$ cat src/rtl/oam_dma_arbiter.sv
// Shares the CPU memory bus between the 6502 core and the 2A03 sprite DMA engine.
// A CPU write to DMA_REG_ADDR halts the core and copies one 256-byte page to OAM.
module oam_dma_arbiter #(
  parameter logic [15:0] DMA_REG_ADDR  = 16'h4014,
  parameter logic [15:0] OAM_DATA_ADDR = 16'h2004
) (
  input  logic        clk,
  input  logic        rst,
  input  logic [15:0] cpu_addr,
  input  logic [7:0]  cpu_wdata,
  input  logic        cpu_rw,
  input  logic [7:0]  mem_rdata,
  output logic [15:0] bus_addr,
  output logic [7:0]  bus_wdata,
  output logic        bus_rw,
  output logic        cpu_rdy,
  output logic        dma_active
);

  typedef enum logic [2:0] {
    S_IDLE  = 3'd0,
    S_HALT  = 3'd1,
    S_ALIGN = 3'd2,
    S_READ  = 3'd3,
    S_WRITE = 3'd4
  } state_t;

  state_t     state;
  logic [7:0] idx;
  logic [7:0] page;
  logic [7:0] latch;
  logic       parity;

  always_ff @(posedge clk or posedge rst) begin
    if (rst) begin
      state  <= S_IDLE;
      idx    <= 8'h00;
      page   <= 8'h00;
      latch  <= 8'h00;
      parity <= 1'b0;
    end else begin
      parity <= ~parity;
      case (state)
        S_IDLE: begin
          if (cpu_addr == DMA_REG_ADDR && !cpu_rw) begin
            page  <= cpu_wdata;
            idx   <= 8'h00;
            state <= S_HALT;
          end
        end
        // Reads must land on parity=0 cycles; an odd HALT goes straight to READ.
        S_HALT:  state <= parity ? S_READ : S_ALIGN;
        S_ALIGN: state <= S_READ;
        S_READ: begin
          latch <= mem_rdata;
          state <= S_WRITE;
        end
        S_WRITE: begin
          if (idx == 8'hFF) begin
            idx   <= 8'h00;
            state <= S_IDLE;
          end else begin
            idx   <= idx + 8'h01;
            state <= S_READ;
          end
        end
        default: state <= S_IDLE;
      endcase
    end
  end

  always_comb begin
    bus_addr  = cpu_addr;
    bus_wdata = cpu_wdata;
    bus_rw    = cpu_rw;
    case (state)
      S_HALT, S_ALIGN: bus_rw = 1'b1;
      S_READ: begin
        bus_addr = {page, idx};
        bus_rw   = 1'b1;
      end
      S_WRITE: begin
        bus_addr  = OAM_DATA_ADDR;
        bus_wdata = latch;
        bus_rw    = 1'b0;
      end
      default: ;
    endcase
  end

  assign cpu_rdy    = (state == S_IDLE);
  assign dma_active = (state != S_IDLE);

endmodule

$ cat config.mk
export PLATFORM = sky130hd
export DESIGN_NAME = oam_dma_arbiter
export DESIGN_NICKNAME = d
export VERILOG_FILES = /design/src/rtl/oam_dma_arbiter.sv
export SDC_FILE = /design/constraint.sdc
export NUM_CORES = 1
export LEC_CHECK = 0
export CAP_MARGIN = 20
export CORE_UTILIZATION = 46
export CTS_CLUSTER_DIAMETER = 100
export CTS_CLUSTER_SIZE = 14
export DETAILED_ROUTE_END_ITERATION = 6
export PLACE_DENSITY = 0.91
export SYNTH_ARGS = -nofsm -noshare
export SYNTH_HDL_FRONTEND = slang
export SYNTH_SLANG_ARGS = --single-unit
export TNS_END_PERCENT = 20
$ cat constraint.sdc
create_clock -name clk -period 2.55 [get_ports clk]
set_input_delay 0.3825 -clock clk [delete_from_list [all_inputs] [get_ports clk]]
set_output_delay 0.3825 -clock clk [all_outputs]
set_load 0.01 [all_outputs]
==> results.py, run 1 <==
metrics = {
    "placement": {
        "io_buffers": 61,
        "dp_hpwl_microns": 2960,
        "place_congestion": 0.834,
        "dpl_worst_slack_ps": 19.0,
    },
    "power_and_ir_drop": {
        "p_leak_nw": 1.04,
        "p_per_area_mw_per_mm2": 1000,
        "vdd_ir_drop_max_v": 0.000598,
    },
    "routing": {
        "wl_microns": 4070,
        "num_vias": 1425,
        "drt-initial-drc-count": 51,
        "first_pass_iters": 4,
        "wl_per_cell_microns": 15.4,
        "viasPerCell": 5.40,
        "ant_nets": 0,
        "drcViolationCount": 0,
    },
    "final_layout": {
        "layout.nets": 257,
        "drive_gt1_share_pct": 15.9,
        "syn_to_final_growth_pct": 48.4,
        "antenna_cells": 0,
        "fin_util_pct": 74.2,
    },
    "logic_synthesis": {
        "netlist.top_cell.by_area": "dfrtp_1",
        "yosys-top-cells-count": "32 x nand2_1, 28 x dfrtp_1, 16 x mux2_2",
        "netlist.area_leader.share_pct": 44.8,
        "postSynthCellCount": 157,
        "ys_seq_area_share_pct": 44.8,
        "async_flop_share_pct": 100,
        "synth_area_leaders": "dfrtp_1 45%, mux2_2 12%, a22o_1 7.8%, nand2_1 7.7%, o21ai_0 2.6%",
        "synth_most_common_cell": "nand2_1",
        "ys_warn_count": 0,
        "synth_edf_count": 0,
        "synth_cell_types": 39,
        "synth.avg_cell_area_sq_um": 9.97,
        "synthFlopType": "dfrtp_1",
        "synth.cell_area_sq_mm": 0.00157,
        "synthesis.nets": 193,
        "ys_seq_elements": 28,
    },
    "die": {
        "core_sq_mm": 0.00313,
        "die_y_microns": 60.3,
        "rows": 20,
        "die_x_microns": 60.3,
        "io-pin-count": 62,
        "initial_core_util_pct": 50.0,
        "die-area_sq_mm": 0.00364,
    },
    "clock_tree": {
        "cts_sinks": 28,
        "clk_latency_ps": 330,
        "clk_pin_slew_ps": 150,
        "cts_made_buffers": 3,
        "cts_max_level": 1,
        "cts_buffer_depth": 2,
        "cts_hold_buf": 0,
        "cts_tree": "yes",
        "cts-root-buf": "clkbuf_4",
    },
    "worst_setup_path": {
        "critPathLaunchType": "flip-flop",
        "cpPeakStageDelay_ps": 540,
        "crit_path_end_kind": "primary output",
        "slowest_stage": "clkdlybuf4s50_1",
        "worstPathRequired_ps": 2170,
        "path_cells": "buf_4 > or3b_1 > buf_6 > nand2_1 > clkdlybuf4s50_1",
        "worst-path-max-fanout": 15,
        "crit_type": "flip-flop to primary output",
        "crit_arrival_ps": 2080,
    },
    "global_routing": {
        "grt_max_degree": 29,
        "antenna_found_initial": 0,
        "gr-usage-all-layers_pct": 23.8,
        "overflow": 0,
        "grt_pass1_vias": 1365,
        "grt_first_pass_wirelength_microns": 6350,
    },
    "timing": {
        "finalHoldViolCount": 0,
        "grt_setup_unrepaired": "no",
        "post-route-min-period_ps": 2460,
        "setup_violations": 0,
        "layout_worst_path_cycle_share_pct": 96.5,
        "worst_slack_ps": 89.0,
        "drv_slew": 0,
        "tightest_slew_ps": 447,
        "relSlewSlack_pct": 70.0,
        "fmax_mhz": 406,
        "fin_skew_ps": 5.21,
    },
    "run_status": {
        "outcome": "finished, final reports clean",
    },
    "min_path": {
        "hp-class": "input port to asynchronous set/reset pin",
    },
    "run": {
        "maxCapViolCount": 0,
    },
}
==> placed cells by master (no fill, tap or decap), types with 2 or more instances in the layout <==
master / instances
mux2i_1: 3
clkdlybuf4s50_1: 60
clkbuf_4: 3
buf_4: 4
o21ai_0: 8
nor3_1: 3
o211ai_1: 3
a21oi_1: 2
a22o_1: 14
nand2_1: 32
inv_1: 9
xnor2_1: 2
mux2_2: 16
nand3_1: 3
dfrtp_1: 27
nor2_1: 2
==> worst paths after layout <==
kind	from	end	slack, ps	cells after the start
hold reg to reg	parity$_DFF_PP0_	parity$_DFF_PP0_	450	1
min in group clk	parity$_DFF_PP0_	parity$_DFF_PP0_	450	1
max in group asynchronous	rst	state[1]$_DFFE_PP0P_	1880	3
setup / recovery	state[0]$_DFFE_PP0P_	bus_addr[13]	90	5
setup reg to reg	state[0]$_DFFE_PP0P_	page[5]$_DFFE_PP0P_	520	5
hold / removal	rst	state[2]$_DFFE_PP0P_	390	3
==> metrics by stage <==
stage	area [sq um]	hold slack [ps]	TNS (ps)	power (mW)	cells
3_3_place_gp	2230	410	0	1.96	259
3_5_place_dp	2230	432	0	1.99	259
2_1_floorplan	1570	395	0	1.44	157
6_report	2320	388	0	2.33	264
4_1_cts	2300	393	-7.82	2.30	263
5_1_grt	2320	440	0	2.47	264
==> flip-flops by register name (all words and copies together) (netlist names) <==
| name | flops |
|---|---|
| idx | 8 |
| page | 8 |
| parity | 1 |
| latch | 8 |
| state | 3 |
==> power by group <==
part | switching [mW] | internal, mW | leakage, nW | total, mW
clock network | 0.134 | 0.159 | 0.0279 | 0.293
registers | 0.167 | 0.601 | 0.348 | 0.768
logic | 0.571 | 0.693 | 0.661 | 1.26
total | 0.873 | 1.45 | 1.04 | 2.33
==> area by class of cell <==
| cell class | instances | area, sq um |
|---|---|---|
| clock inverters | 1 | 30.0 |
| multi-input cells | 111 | 801 |
| well taps | 44 | 55.1 |
| flip-flops and latches | 28 | 702 |
| fillers | 241 | 806 |
| repair buffers | 67 | 674 |
| clock buffers | 3 | 22.5 |
| inverters | 10 | 37.5 |
==> cells by family after synthesis <==
family          Yosys count  synth area share [%]
compound gates           33                  16.7
flops                    28                  44.8
simple gates             56                  18.1
fa+ha+maj                 1                 0.799
buf+inv                  18                  5.03
xor+xnor                  2                  1.12
mux                      19                  13.4
==> repair_timing <==
action,in CTS,in global routing
resized for setup,4,5
setup endpoints to repair,14,24
pin swaps,0,0
buffers inserted,0,1
==> critical path: cells and delay by family, from the launching register on <==
family                 cells  cell delay (ps)
DFF                        1              440
and+or+nand+nor            2              430
buffers and inverters      3              880
==> routing by layer <==
layer | up-vias | track usage [%] | wire [microns]
met4 | 0 | 9.63 | 77
met1 | 686 | 30.8 | 1740
met3 | 6 | 3.62 | 249
met2 | 46 | 40.0 | 2010
met5 | - | 0 | 0
li1 | 687 | - | -
Note: power is estimated with default switching activity, not from simulation.
==> run 2: changes to the inputs <==
--- a/config.mk
+++ b/config.mk
@@ -5,7 +5,6 @@
 export SDC_FILE = /design/constraint.sdc
 export NUM_CORES = 1
 export LEC_CHECK = 0
-export CAP_MARGIN = 20
 export CORE_UTILIZATION = 46
 export CTS_CLUSTER_DIAMETER = 100
 export CTS_CLUSTER_SIZE = 14
==> results of run 2 <==
No change in the layout: final DEF, timing and power equal those of run 1.
==> RTL edit 1 (settings of run 2) <==
Reset style: synchronous (`rst`), changed in one clocked block.
--- a/src/rtl/oam_dma_arbiter.sv
+++ b/src/rtl/oam_dma_arbiter.sv
@@ -31,7 +31,7 @@
   logic [7:0] latch;
   logic       parity;
 
-  always_ff @(posedge clk or posedge rst) begin
+  always_ff @(posedge clk) begin
     if (rst) begin
       state  <= S_IDLE;
       idx    <= 8'h00;
Formal check against the unedited RTL: differs if rst is asserted again (counterexample within 4 cycles, from zero or initial values and one cycle with rst high); with rst held inactive, the same outputs for 10 cycles.
==> RTL edit 1 against run 2 <==
  * Sequential cell count unchanged
  * Synthesized cell count up 34%
  * First-iteration DRC count rose to 2.6 times the old value
  * Final area down 1.9%
  * Maximum frequency up 0.89%
  * Non-clock buffer count up 4
  * Setup slack better by 0.022 ns
  * Area after synthesis down 1.4%
  * Wire length up 15%
  * Count of clock-buffer cells in the layout unchanged
Power is not compared: it rests on default switching activity, and its combinational part moved more than twofold at a synthesized area within 25%.
==> RTL edit 1: results (changes against run 2) <==
* Status: completed
* Reg-to-reg setup timing slack at 0.64 ns (+0.12 ns)
* Most used DFF post-synth: dfxtp_1
* Initial DRC Count at 134 (+160%)
* Crit-path max FO at 14 (-1)
* CP arrival at 2.06 ns (-0.02 ns)
* Global-route wire length before repair at 7580 um (+19%)
* Post-CTS Resized at 1 (-3)
* Worst hold path type: reg -> reg
* DP HPWL at 3470 um (+17%)
* Mux cell area share after synthesis at 0% (-13 points)
* Share of cells above drive strength 1 at 8.96% (-7.0 points)
* Post-synthesis xor/xnor area fraction at 0.567% (-0.55 points)
* Met1 Use GR at 37.7% (+6.9 points)
* Max Clock Skew at 0.00382 ns (-0.00139 ns)
* Placed Cells at 308 (+19%)
* Post-synthesis instance total at 210 (+34%)
* Sequential share of the synthesized area at 36.3% (-8.5 points)
* Post-Synth Adder-Cell Area at 0.810% (+0.011 points)
* Share of synthesized flip-flops with an asynchronous set or reset at 0% (-100 points)
* GP Congestion at 0.820 (-1.7%)
* Net Count, Synth at 246 (+27%)
* Largest net degree at the start of global routing at 22 (-24%)
* Slew @ Worst Pin at 0.510 ns (+0.0633 ns)
* Post-DP Area at 2210 sq um (-0.67%)
* Post-synthesis compound-gate area fraction at 25.4% (+8.7 points)
* DR WL met2 at 2280 um (+14%)
* Pre-CTS WS at 0.358 ns (+0.339 ns)
* Global-route total usage across every layer at 28.1% (+4.3 points)
* Wirelength per Cell at 15.1 um (-2.3%)
* M1 wire length at 1890 um (+9.0%)
## RTL edit 1: layout make-up
cell class	instances	area, sq um
timing repair buffer	71	689
multi-input combinational	158	888
sequential	28	566
clock buffer	3	22.5
clock inverter	1	30.0
tap	44	55.1
inverter	7	26.3
fill	258	851
## RTL edit 1: per-stage QoR
| stage | hold WS, ns | power, W |
|---|---|---|
| 3_5_place_dp | 0.414 | 0.000688 |
| 5_1_grt | 0.442 | 0.00102 |
| 2_1_floorplan | 0.394 | 0.000544 |
| 6_report | 0.427 | 0.000981 |
| 3_3_place_gp | 0.410 | 0.000685 |
| 4_1_cts | 0.434 | 0.000980 |
## RTL edit 1: final timing paths
path	startpoint	end
worst max-delay path	state[2]$_SDFFE_PP0P_	bus_addr[12]
worst min-delay path	parity$_SDFF_PP0_	parity$_SDFF_PP0_
worst max register to register	state[0]$_SDFFE_PP0P_	idx[7]$_SDFFE_PP0P_
worst min register to register	parity$_SDFF_PP0_	parity$_SDFF_PP0_
==> RTL edit 2 (flow settings as in run 2) <==
Without the edit above. The 5 states of `state_t` get a one-hot encoding in 5 bits.
--- a/src/rtl/oam_dma_arbiter.sv
+++ b/src/rtl/oam_dma_arbiter.sv
@@ -17,12 +17,12 @@
   output logic        dma_active
 );
 
-  typedef enum logic [2:0] {
-    S_IDLE  = 3'd0,
-    S_HALT  = 3'd1,
-    S_ALIGN = 3'd2,
-    S_READ  = 3'd3,
-    S_WRITE = 3'd4
+  typedef enum logic [4:0] {
+    S_IDLE  = 5'b00001,
+    S_HALT  = 5'b00010,
+    S_ALIGN = 5'b00100,
+    S_READ  = 5'b01000,
+    S_WRITE = 5'b10000
   } state_t;
 
   state_t     state;
Behaviour: no difference found for any inputs over 10 cycles, from zero or initial values and one cycle with rst high; not proved beyond that.
==> RTL edit 2 against run 2 <==
  * Hold slack improved by 0.028 ns
  * Core utilization increased by 1.2 points
  * Wire length increased by 29%
  * Setup slack got worse by 0.087 ns
  * Register-to-register slack improved by 0.15 ns
  * Area after synthesis increased by 9.4%
  * Via count increased by 22%
  * Final area increased by 12%
  * Sequential cell count increased by 2
  * Critical path depth unchanged
  * Sequential share of layout area decreased by 1.2 points
  * Critical path type unchanged
  * Critical endpoint is now bus_addr[10]
Power is not compared: it rests on default switching activity, and its combinational part moved more than twofold at a synthesized area within 25%.
==> RTL edit 2: results (changes against run 2) <==
* M1 wire length at 2000 um (+15%)
* Global-route wire length before repair at 8500 um (+34%)
* H-tree depth at 2 (+1)
* Max Buffers Root-to-Sink at 2 (unchanged)
* Synth top cells by count: nand2_1, dfrtp_1, mux2_2
* CTS Root Cell: clkbuf_8
* Post-synthesis compound-gate area fraction at 17.2% (+0.53 points)
* M3 GR Usage at 8.21% (+4.6 points)
* Top cells by area, synth: dfrtp_1, mux2_2, nand2_1, a22o_1, o21ai_0
* Fillers at 249 (+3.3%)
* Worst-skew pair later-pin latency at 0.29 ns (-0.04 ns)
* Initial DRC Count at 186 (+260%)
* CTS Buf Count at 5 (+2)
* Max Clock Skew at 0.00930 ns (+0.00409 ns)
* Mean Syn Cell Area at 9.31 sq um (-6.6%)
* VDD IR-drop max at 0.284 mV
* Reg-to-reg setup timing slack at 0.67 ns (+0.15 ns)
* Routing usage on met2 at 48.5% (+8.5 points)
* Share of synthesized flip-flops with an asynchronous set or reset at 100% (unchanged)
* Met3 WL at 409 um (+64%)
* Largest net degree at the start of global routing at 20 (-31%)
* DP HPWL at 3570 um (+21%)
* CP startpoint: state[1]$_DFFE_PP0P_
* DR WL met2 at 2670 um (+33%)
* WL final at 5250 um (+29%)
* Port Buffer Count at 61 (unchanged)
* Placed Cells at 292 (+13%)
* Crit-path max FO at 8 (-7)
* Delay-heaviest family, CP: buffers and inverters
* Routed vias at 1,743 (+22%)
* Worst-path clk slew at 0.07 ns (-0.08 ns)
* GP Congestion at 0.834 (unchanged)
* Global-route total usage across every layer at 28.5% (+4.7 points)
* Final hold vios at 0 (unchanged)
* Met1 Use GR at 31.7% (+0.92 points)
* Reg2reg start: state[3]$_DFFE_PP0P_
* CP arrival at 2.17 ns (+0.09 ns)
* Share of cells above drive strength 1 at 17.7% (+1.8 points)
* Mux cell area share after synthesis at 11.3% (-2.1 points)
* Net Count, Synth at 220 (+14%)
* Vias/cell at 5.81 (+7.6%)
* Post-synthesis xor/xnor area fraction at 1.02% (-0.096 points)
* Vias in the first global route at 1,750 (+28%)
* Fin Hold WS at 0.416 ns (+0.0281 ns)
* Yosys cell types at 40 (+2.6%)
* Top Metal Used: met4
* Post-Synth Adder-Cell Area at 0.730% (-0.069 points)
* Slew HR at 66.6% (-3.3 points)
* Worst hold path type: in -> async
* Status: completed
* First-pass DRT Iterations at 4 (unchanged)
* Main combinational cell family by area after synthesis: simple AND/OR/NAND/NOR gates
* Sequential share of the synthesized area at 43.9% (-0.86 points)
* Slowest cell on crit path: clkdlybuf4s50_1
* Number of flops mapped to enable cells by yosys at 0 (unchanged)
* ANT cells at 0 (unchanged)
[RTL edit 2: what timing repair did]
action	in CTS	in global routing
gates resized for setup	3	14
setup endpoints to repair	18	24
hold buffers	0	0
setup buffers	0	0
endpoints found under the hold margin	0	0
pin swaps	1	0
[RTL edit 2: path summary, 6_finish.rpt]
path                                         to  cells past startpoint
min reg2reg                    parity$_DFF_PP0_                      1
max reg2reg                 page[6]$_DFFE_PP0P_                      6
max                                bus_addr[10]                      5
max in group asynchronous  state[0]$_DFFE_PP1P_                      3
min in group clk               parity$_DFF_PP0_                      1
min                        latch[3]$_DFFE_PP0N_                      2
[RTL edit 2: metrics by stage]
step | total power [W] | setup WS, ns | utilization, % | TNS [ns] | cell area (sq um)
floorplan | 0.000526 | 0.246 | - | 0 | 1710
global placement | 0.000629 | -0.0526 | 71.2 | -0.356 | 2450
detailed placement | 0.000630 | -0.121 | 71.2 | -0.997 | 2450
CTS | 0.00104 | 0.00288 | 74.2 | 0 | 2550
global route | 0.00107 | -0.0481 | 75.4 | -0.293 | 2600
finish | 0.00103 | 0.00239 | 75.4 | 0 | 2600
[RTL edit 2: final cells by class]
class / instances / share of cell area [%]
multi-input combinational: 136 / 35.2
sequential: 30 / 29.1
timing repair buffer: 74 / 29.2
clock inverter: 1 / 0.193
clock buffer: 7 / 3.33
inverter: 6 / 0.867
tap: 46 / 2.22
[RTL edit 2: power breakdown]
group | internal, W | switching, W | total (W) | leakage, nW
registers | 0.000476 | 0.000000178 | 0.000476 | 0.366
clock network | 0.000217 | 0.000186 | 0.000403 | 0.0482
logic | 0.0000920 | 0.0000542 | 0.000146 | 0.890
